===== src/rtl/alu_pkg.sv =====
// Shared opcodes, flag bit positions and FSM encoding for the sequential ALU.
package alu_pkg;

  localparam logic [2:0] OP_ADD = 3'b000;
  localparam logic [2:0] OP_SUB = 3'b001;
  localparam logic [2:0] OP_AND = 3'b010;
  localparam logic [2:0] OP_OR  = 3'b011;
  localparam logic [2:0] OP_XOR = 3'b100;
  localparam logic [2:0] OP_SHL = 3'b101;
  localparam logic [2:0] OP_SHR = 3'b110;
  localparam logic [2:0] OP_MUL = 3'b111;

  localparam int F_C = 3;
  localparam int F_Z = 2;
  localparam int F_N = 1;
  localparam int F_V = 0;

  typedef enum logic [1:0] {
    S_IDLE = 2'd0,
    S_EXEC = 2'd1,
    S_DONE = 2'd2
  } state_t;

  function automatic logic [3:0] mk_flag(input logic c, input logic z,
                                         input logic n, input logic v);
    logic [3:0] f;
    f      = '0;
    f[F_C] = c;
    f[F_Z] = z;
    f[F_N] = n;
    f[F_V] = v;
    return f;
  endfunction

endpackage


===== src/rtl/alu_mul_seq.sv =====
// Shift-add multiplier: one partial product per step, product formed in {acc,mplr}.
module alu_mul_seq #(
  parameter int WIDTH = 8
) (
  input  logic               clk,
  input  logic               rst,
  input  logic               load,
  input  logic               step,
  input  logic [WIDTH-1:0]   a,
  input  logic [WIDTH-1:0]   b,
  output logic [2*WIDTH-1:0] prod_nxt,
  output logic               last
);
  localparam int CW = $clog2(WIDTH) + 1;

  logic [WIDTH-1:0] mcand, acc, mplr;
  logic [CW-1:0]    cnt;
  logic [WIDTH:0]   sum;

  // prod_nxt is what {acc,mplr} becomes after this step; on the last step it is the product
  always_comb begin
    sum      = {1'b0, acc} + (mplr[0] ? {1'b0, mcand} : '0);
    prod_nxt = {sum, mplr[WIDTH-1:1]};
    last     = (cnt == CW'(1));
  end

  always_ff @(posedge clk) begin
    if (rst) begin
      mcand <= '0;
      acc   <= '0;
      mplr  <= '0;
      cnt   <= '0;
    end else if (load) begin
      mcand <= a;
      acc   <= '0;
      mplr  <= b;
      cnt   <= CW'(WIDTH);
    end else if (step) begin
      acc   <= sum[WIDTH:1];
      mplr  <= {sum[0], mplr[WIDTH-1:1]};
      cnt   <= cnt - 1'b1;
    end
  end

endmodule


===== src/rtl/alu_seq.sv =====
// Sequential ALU: start/busy/done handshake, registered result and {C,Z,N,V} flags.
module alu_seq
  import alu_pkg::*;
#(
  parameter int WIDTH = 8
) (
  input  logic             clk,
  input  logic             rst,
  input  logic             start,
  input  logic [2:0]       fs,
  input  logic [WIDTH-1:0] R0,
  input  logic [WIDTH-1:0] R1,
  output logic [WIDTH-1:0] R2,
  output logic [WIDTH-1:0] R2_hi,
  output logic [3:0]       flag,
  output logic             busy,
  output logic             done
);
  localparam int SW = $clog2(WIDTH);

  state_t             state, state_n;
  logic [2:0]         op;
  logic [WIDTH-1:0]   shreg, sh_nxt, res_s;
  logic [SW-1:0]      cnt, n_in;
  logic [WIDTH:0]     add_r, sub_r;
  logic [2*WIDTH-1:0] prod_nxt;
  logic               accept, go_exec, last, mul_last, c_s, v_s, c_sh, wr;
  logic [WIDTH-1:0]   r2_n, hi_n;
  logic [3:0]         fl_n;

  assign busy   = (state == S_EXEC);
  assign done   = (state == S_DONE);
  assign accept = start && (state != S_EXEC);
  assign n_in   = R1[SW-1:0];

  alu_mul_seq #(.WIDTH(WIDTH)) u_mul (
    .clk      (clk),
    .rst      (rst),
    .load     (accept && fs == OP_MUL),
    .step     (state == S_EXEC && op == OP_MUL),
    .a        (R0),
    .b        (R1),
    .prod_nxt (prod_nxt),
    .last     (mul_last)
  );

  // Single-cycle results straight from the operand inputs; shifts by 0 fall through as R0
  always_comb begin
    add_r = {1'b0, R0} + {1'b0, R1};
    sub_r = {1'b0, R0} - {1'b0, R1};
    res_s = R0;
    c_s   = 1'b0;
    v_s   = 1'b0;
    case (fs)
      OP_ADD: begin
        res_s = add_r[WIDTH-1:0];
        c_s   = add_r[WIDTH];
        v_s   = (R0[WIDTH-1] == R1[WIDTH-1]) && (add_r[WIDTH-1] != R0[WIDTH-1]);
      end
      OP_SUB: begin
        res_s = sub_r[WIDTH-1:0];
        c_s   = sub_r[WIDTH];
        v_s   = (R0[WIDTH-1] != R1[WIDTH-1]) && (sub_r[WIDTH-1] != R0[WIDTH-1]);
      end
      OP_AND:  res_s = R0 & R1;
      OP_OR:   res_s = R0 | R1;
      OP_XOR:  res_s = R0 ^ R1;
      default: res_s = R0;
    endcase
    go_exec = (fs == OP_MUL) || ((fs == OP_SHL || fs == OP_SHR) && n_in != '0);
  end

  always_comb begin
    sh_nxt = (op == OP_SHL) ? {shreg[WIDTH-2:0], 1'b0} : {1'b0, shreg[WIDTH-1:1]};
    c_sh   = (op == OP_SHL) ? shreg[WIDTH-1] : shreg[0];
    last   = (op == OP_MUL) ? mul_last : (cnt == SW'(1));
  end

  always_comb begin
    state_n = state;
    wr      = 1'b0;
    r2_n    = R2;
    hi_n    = R2_hi;
    fl_n    = flag;
    case (state)
      S_IDLE, S_DONE: begin
        state_n = S_IDLE;
        if (accept) begin
          if (go_exec) begin
            state_n = S_EXEC;
          end else begin
            state_n = S_DONE;
            wr      = 1'b1;
            r2_n    = res_s;
            hi_n    = '0;
            fl_n    = mk_flag(c_s, res_s == '0, res_s[WIDTH-1], v_s);
          end
        end
      end
      S_EXEC: begin
        if (last) begin
          state_n = S_DONE;
          wr      = 1'b1;
          if (op == OP_MUL) begin
            r2_n = prod_nxt[WIDTH-1:0];
            hi_n = prod_nxt[2*WIDTH-1:WIDTH];
            fl_n = mk_flag(hi_n != '0, prod_nxt == '0, hi_n[WIDTH-1], hi_n != '0);
          end else begin
            r2_n = sh_nxt;
            hi_n = '0;
            fl_n = mk_flag(c_sh, sh_nxt == '0, sh_nxt[WIDTH-1], 1'b0);
          end
        end
      end
      default: state_n = S_IDLE;
    endcase
  end

  always_ff @(posedge clk) begin
    if (rst) begin
      state <= S_IDLE;
      op    <= '0;
      shreg <= '0;
      cnt   <= '0;
      R2    <= '0;
      R2_hi <= '0;
      flag  <= '0;
    end else begin
      state <= state_n;
      if (accept) begin
        op    <= fs;
        shreg <= R0;
        cnt   <= n_in;
      end else if (state == S_EXEC && op != OP_MUL) begin
        shreg <= sh_nxt;
        cnt   <= cnt - 1'b1;
      end
      if (wr) begin
        R2    <= r2_n;
        R2_hi <= hi_n;
        flag  <= fl_n;
      end
    end
  end

endmodule


===== config.mk =====
export PLATFORM = sky130hd
export DESIGN_NAME = alu_seq
export DESIGN_NICKNAME = d
export VERILOG_FILES = /design/src/rtl/alu_pkg.sv /design/src/rtl/alu_mul_seq.sv /design/src/rtl/alu_seq.sv
export SDC_FILE = /design/constraint.sdc
export NUM_CORES = 1
export LEC_CHECK = 0
export ABC_CLOCK_PERIOD_IN_PS = 5300
export CAP_MARGIN = 20
export CORE_UTILIZATION = 45
export DETAILED_ROUTE_END_ITERATION = 12
export DONT_BUFFER_PORTS = 1
export PLACE_DENSITY_LB_ADDON = 0.3
export SYNTH_ARGS = -nofsm -noshare
export SYNTH_HDL_FRONTEND = slang
export SYNTH_HIERARCHICAL = 1
export SYNTH_SLANG_ARGS = --single-unit
export TNS_END_PERCENT = 10

===== constraint.sdc =====
create_clock -name clk -period 5.3 [get_ports clk]
set_input_delay 0.53 -clock clk [delete_from_list [all_inputs] [get_ports clk]]
set_output_delay 0.53 -clock clk [all_outputs]
set_load 0.03 [all_outputs]

After elaboration in Yosys (flattened, before gate mapping)
Cells that the tools add are included. W data, S select, Z words.

Logic and storage cells: 102. Register bits after elaboration: 64.

Add/sub/neg operators: 5. Reductions and logical operators: 22. Bitwise gates (word level): 3. Muxes and demuxes: 38. Eq/ne operators: 22.

Operators by type and width (number): $mux W8 (14); $pmux W8 S5 (1); $pmux W8 S2 (2); $mux W4 (6); $eq A3 B3 Y1 const B (6); $logic_not A16 Y1 (1); $logic_not A8 Y1 (2); $add A8 B8 Y9 (1); $add A8 B9 Y9 (1); $sub A8 B8 Y9 (1); $and A8 B8 Y8 (1); $or A8 B8 Y8 (1); $pmux W4 S2 (1); $reduce_bool A8 Y1 (1); $xor A8 B8 Y8 (1); $logic_and A1 B1 Y1 (7); $eq A3 B1 Y1 const B (2); $eq A3 B2 Y1 const B (2); $mux W2 (3); $mux W3 (2); $pmux W1 S2 (3); $reduce_bool A2 Y1 (3); $mux W1 (5); $reduce_and A5 Y1 (1); 16 further kinds (22).

Longest topological paths before layout
Depth in word-level cells: 8. Mapped depth: 13.

Cells and area by module
The synthesis kept the hierarchy.

By module, submodules not included: alu_seq (area each 3164.3 µm², instances 1, cells each 424); alu_mul_seq (area each 1635.3 µm², instances 1, cells each 196).

Worst setup path before layout
OpenSTA, ideal clock, no wires.

Path kind: register to register. Start point: register u_mul.mplr[0]. End point: register flag[2]. Arrival time: 2691 ps. Slack: 2522 ps. Library setup time: 87 ps. Stages on the path, launching flop included: 14. Path buffers: 0. Period minus slack after synthesis: 2778 ps. Path through: dfxtp_1 and2_1 ha_1 fa_1 a211oi_1 o21bai_1 a21oi_1 xnor2_1 nor4_1 nand2_1 inv_1 nand4_1 a311o_1 o31ai_1.

Cells in the longest elaborated chain, start to end: 6.

Ends and longest elaborated chain: from (decl) (line alu_mul_seq.sv:16) `logic [WIDTH-1:0] mcand, acc, mplr;`; from (signal assigned) (line alu_mul_seq.sv:40) `mplr <= {sum[0], mplr[WIDTH-1:1]};`; $mux W8 (line alu_mul_seq.sv:22) `sum = {1'b0, acc} + (mplr[0] ? {1'b0, mcand} : '0);`; $add A8 B9 Y9 (line alu_mul_seq.sv:22); via prod_nxt[13] (line alu_seq.sv:26) `logic [2*WIDTH-1:0] prod_nxt;`; $logic_not A16 Y1 (line alu_seq.sv:107) `fl_n = mk_flag(hi_n != '0, prod_nxt == '0, hi_n[WIDTH-1], hi_n != '0);`; $mux W4 (line alu_seq.sv:104) `if (op == OP_MUL) begin`; $mux W4 (line alu_seq.sv:101) `if (last) begin`; $pmux W4 S2 (line alu_seq.sv:85) `case (state)`; to (signal assigned) (line alu_seq.sv:141) `flag <= fl_n;`; to (decl) (line alu_seq.sv:15) `output logic [3:0] flag,`.

The timed path passes the listed nets, and every way through them passes these cells. The select of a mux whose other input is x is not followed. A chain may end at the register's enable or synchronous reset.

Worst setup path in the final report
Ends and elaborated chain as after synthesis.

==> impl_metrics.py <==
metrics = {
    "pwr": {
        "finalPower_w": 0.001227,
        "p_per_area_nw_per_um2": 247.7,
        "leakagePower_nw": 1.936,
        "power_frac_comb": 0.175,
        "power.internal_w": 0.0008623,
        "p_switching_w": 0.0003648,
        "ir_drop_mv": 0.1368,
        "p_sw_frac": 0.2973,
        "seqPwrFrac": 0.440,
        "clock_power_share": 0.385,
    },
    "sta": {
        "skew_ns": 0.006166,
        "holdWs_ns": 0.2551,
        "worstMarginPinSlew_ns": 0.8095,
        "finalCritPeriodShare": 0.6057,
        "rsz0062_at_grt": "false",
        "relSlewSlack": 0.4562,
        "hold_viol": 0,
        "drv_slew": 0,
        "fmax_ghz": 0.3115,
        "setup_violations": 0,
        "tns_ns": 0,
        "fin_crit_ns": 3.210,
    },
    "place": {
        "dp_hpwl_um": 9872,
        "portBuffers": 0,
        "gp_congestion": 0.9270,
    },
    "worst_setup_path": {
        "critPathRequiredTime_ns": 5.55,
        "cp_data_arrival_time_ns": 3.46,
        "path_cells": "and2_1 -> ha_1 -> fa_1 -> a211oi_1 -> o21bai_1 -> a21oi_1 -> xnor2_1 -> nor4_1 -> nand2_1 -> inv_1 -> nand4_1 -> a311o_1 -> o31ai_1",
        "ff2ff_path_depth": 13,
        "critPathCaptureType": "register",
        "path_max_fanout": 9,
        "slowest_delay_ns": 0.43,
        "setup.worst_path.start_class": "register",
        "critPathKind": "register to register",
        "cpMaxStageDelayCell": "fa_1",
    },
    "cts": {
        "root_buffer": "clkbuf_8",
        "ctsHoldBuffers": 0,
        "postCtsSetupBuffers": 0,
        "cts_resized": 0,
        "clock-sinks": 64,
        "cts_made_buffers": 9,
        "cts_buffer_depth": 2,
        "clkTransAtPathRegs_ns": 0.07,
        "h-tree-depth": 3,
        "clk_latency_ns": 0.34,
        "cts_tree": "done",
    },
    "detailed_routing": {
        "via_per_inst": 6.234,
        "met3_length_um": 1242,
        "wl_per_cell_um": 18.74,
        "top_layer_used": "met4",
        "drt_iter0_drc": 361,
        "met1_length_um": 5936,
        "finalWirelength_um": 13640,
        "wl_met2_um": 5957,
        "postRouteAntennaNets": 0,
        "drc": 0,
        "dr.pass1.iters": 5,
        "num_vias": 4538,
    },
    "global_route": {
        "gr-total-overflow": 0,
        "grt_max_degree": 57,
        "grt_pass1_vias": 4205,
        "antenna_found_initial": 0,
        "grt_usage": 0.2513,
        "grt_pass1_wl_um": 21980,
    },
    "job": {
        "cap_violations": 0,
    },
    "yosys": {
        "yosysTopAreaCell": "dfxtp_1",
        "syn_nets": 681,
        "netlist_instances": 620,
        "ys_seq_area_frac": 0.2669,
        "ys_seq_elements": 64,
        "synthArstFlopShare": 0,
        "ys_warn_count": 6,
        "syn_area_sq_um": 4800,
        "yosysTopAreaCellShare": 0.2669,
        "synth_edf_count": 0,
        "synth_area_leaders": "dfxtp_1 (27%), ha_1 (9.4%), nor2_1 (7.0%)",
        "synth_flop_cell": "dfxtp_1",
        "synthDistinctLibCells": 70,
        "synth_area_per_cell_sq_um": 7.741,
    },
    "die": {
        "die_h_um": 105.3,
        "initial_core_util": 0.4649,
        "dieArea_sq_um": 11080,
        "io_pins": 44,
        "placeableCoreArea_sq_um": 10320,
        "row_count": 37,
        "die_w_um": 105.3,
    },
    "outcome": {
        "run_status": "finished clean",
    },
    "layout": {
        "mostFrequentLayoutCells": "nor2_1 (87), dfxtp_1 (64), a21oi_1 (58)",
        "fin_util": 0.4798,
        "area_growth_pct": 3.206,
        "drive_gt1_frac": 0.05236,
        "n_antenna_cell": 0,
        "finish.net_count": 648,
        "layout_commonest_cell": "nor2_1",
    },
    "worst_hold_path": {
        "hold_path_class": "primary input to register",
        "min_delay_path_depth": 1,
    },
}
## synth_stat cells (2+ instances only)
cell type and instances:
buf_1 2, or4_1 2, and3_1 3, a21o_1 6, o21ai_0 24, a31oi_1 5, a21oi_1 58, buf_4 9
ha_1 36, inv_1 30, a211oi_1 12, nand3_1 27, dfxtp_1 64, nor3_1 8, nand4_1 4, a211o_1 4
nor4b_1 2, xnor2_1 8, o21bai_1 5, nor3b_1 2, o211ai_1 8, a2111oi_2 3, and2_1 10, buf_6 5
a21boi_0 2, nand2b_1 5, a221o_1 5, xor2_1 4, o31ai_1 3, nor2b_1 4, mux2i_1 27, nand2_1 55
nor4_1 5, o22ai_1 5, buf_2 11, nor2_1 89, clkbuf_1 19, a221oi_1 6, a32oi_1 6, fa_1 3
nand3b_1 2, o2111ai_1 4
## worst max-delay path, delay by kind of cell (launching register included)
kind | cells | cell delay (ns)
compound gates | 5 | 1.22
xor+xnor | 1 | 0.12
fa+ha+maj | 2 | 0.63
buf+inv | 1 | 0.08
flops | 1 | 0.37
simple gates | 4 | 0.70
## final cells by class
| class | instances | area, sq um |
|---|---|---|
| Multi-Input combinational cell | 478 | 3146 |
| Fill cell | 1026 | 5370 |
| Tap cell | 136 | 170.2 |
| Sequential cell | 64 | 1281 |
| Clock buffer | 11 | 141.4 |
| Clock inverter | 5 | 80.08 |
| Timing Repair Buffer | 2 | 15.01 |
| Inverter | 32 | 120.1 |
## registers in the layout, indices dropped and copies added, names as in the netlist
register / cells
shreg: 8
R2: 8
op: 3
flag: 4
u_mul/acc: 8
state: 2
u_mul/mplr: 8
u_mul/cnt: 4
u_mul/mcand: 8
R2_hi: 8
cnt: 3
## path summary, 6_finish.rpt
path	start	slack, ns	endpoint
max	u_mul/mplr[0]	2.09	flag[2]
min	rst	0.26	R2[6]
min reg2reg	u_mul/acc[3]	0.47	u_mul/acc[3]
max reg2reg	u_mul/mplr[0]	2.09	flag[2]
## power by group through the flow
stage	Clock (W)	Combinational, W	Sequential (W)
final	0.000472	0.000215	0.000540
after global routing	0.000505	0.000235	0.000543
after CTS	0.000481	0.000209	0.000539
after detailed placement	0	0.000208	0.000550
after global placement	0	0.000205	0.000550
after floorplan	0	0.000187	0.000542
## per-layer routing
layer | up-vias | GRT usage
met5 | - | 0
li1 | 2149 | -
met2 | 228 | 0.3825
met4 | 0 | 0.1358
met3 | 35 | 0.04143
met1 | 2126 | 0.3384
## per-stage QoR
stage | setup WS [ns] | area (sq um) | std cells
floorplan | 2.522 | 4800 | 620
global placement | 2.301 | 4732 | 712
detailed placement | 2.173 | 4732 | 712
CTS | 2.091 | 4954 | 728
global route | 1.827 | 4954 | 728
finish | 2.090 | 4954 | 728
## logic make-up after synthesis
family	Yosys count	share of synthesized area
AO/OA/AOI/OAI	173	0.2495
XOR/XNOR	12	0.02190
adder cells (fa/ha/maj)	39	0.1064
buffers and inverters	78	0.07873
flip-flops	64	0.2669
multiplexers	27	0.05631
AND/OR/NAND/NOR	227	0.2203
(Power assumes the default switching activity.)
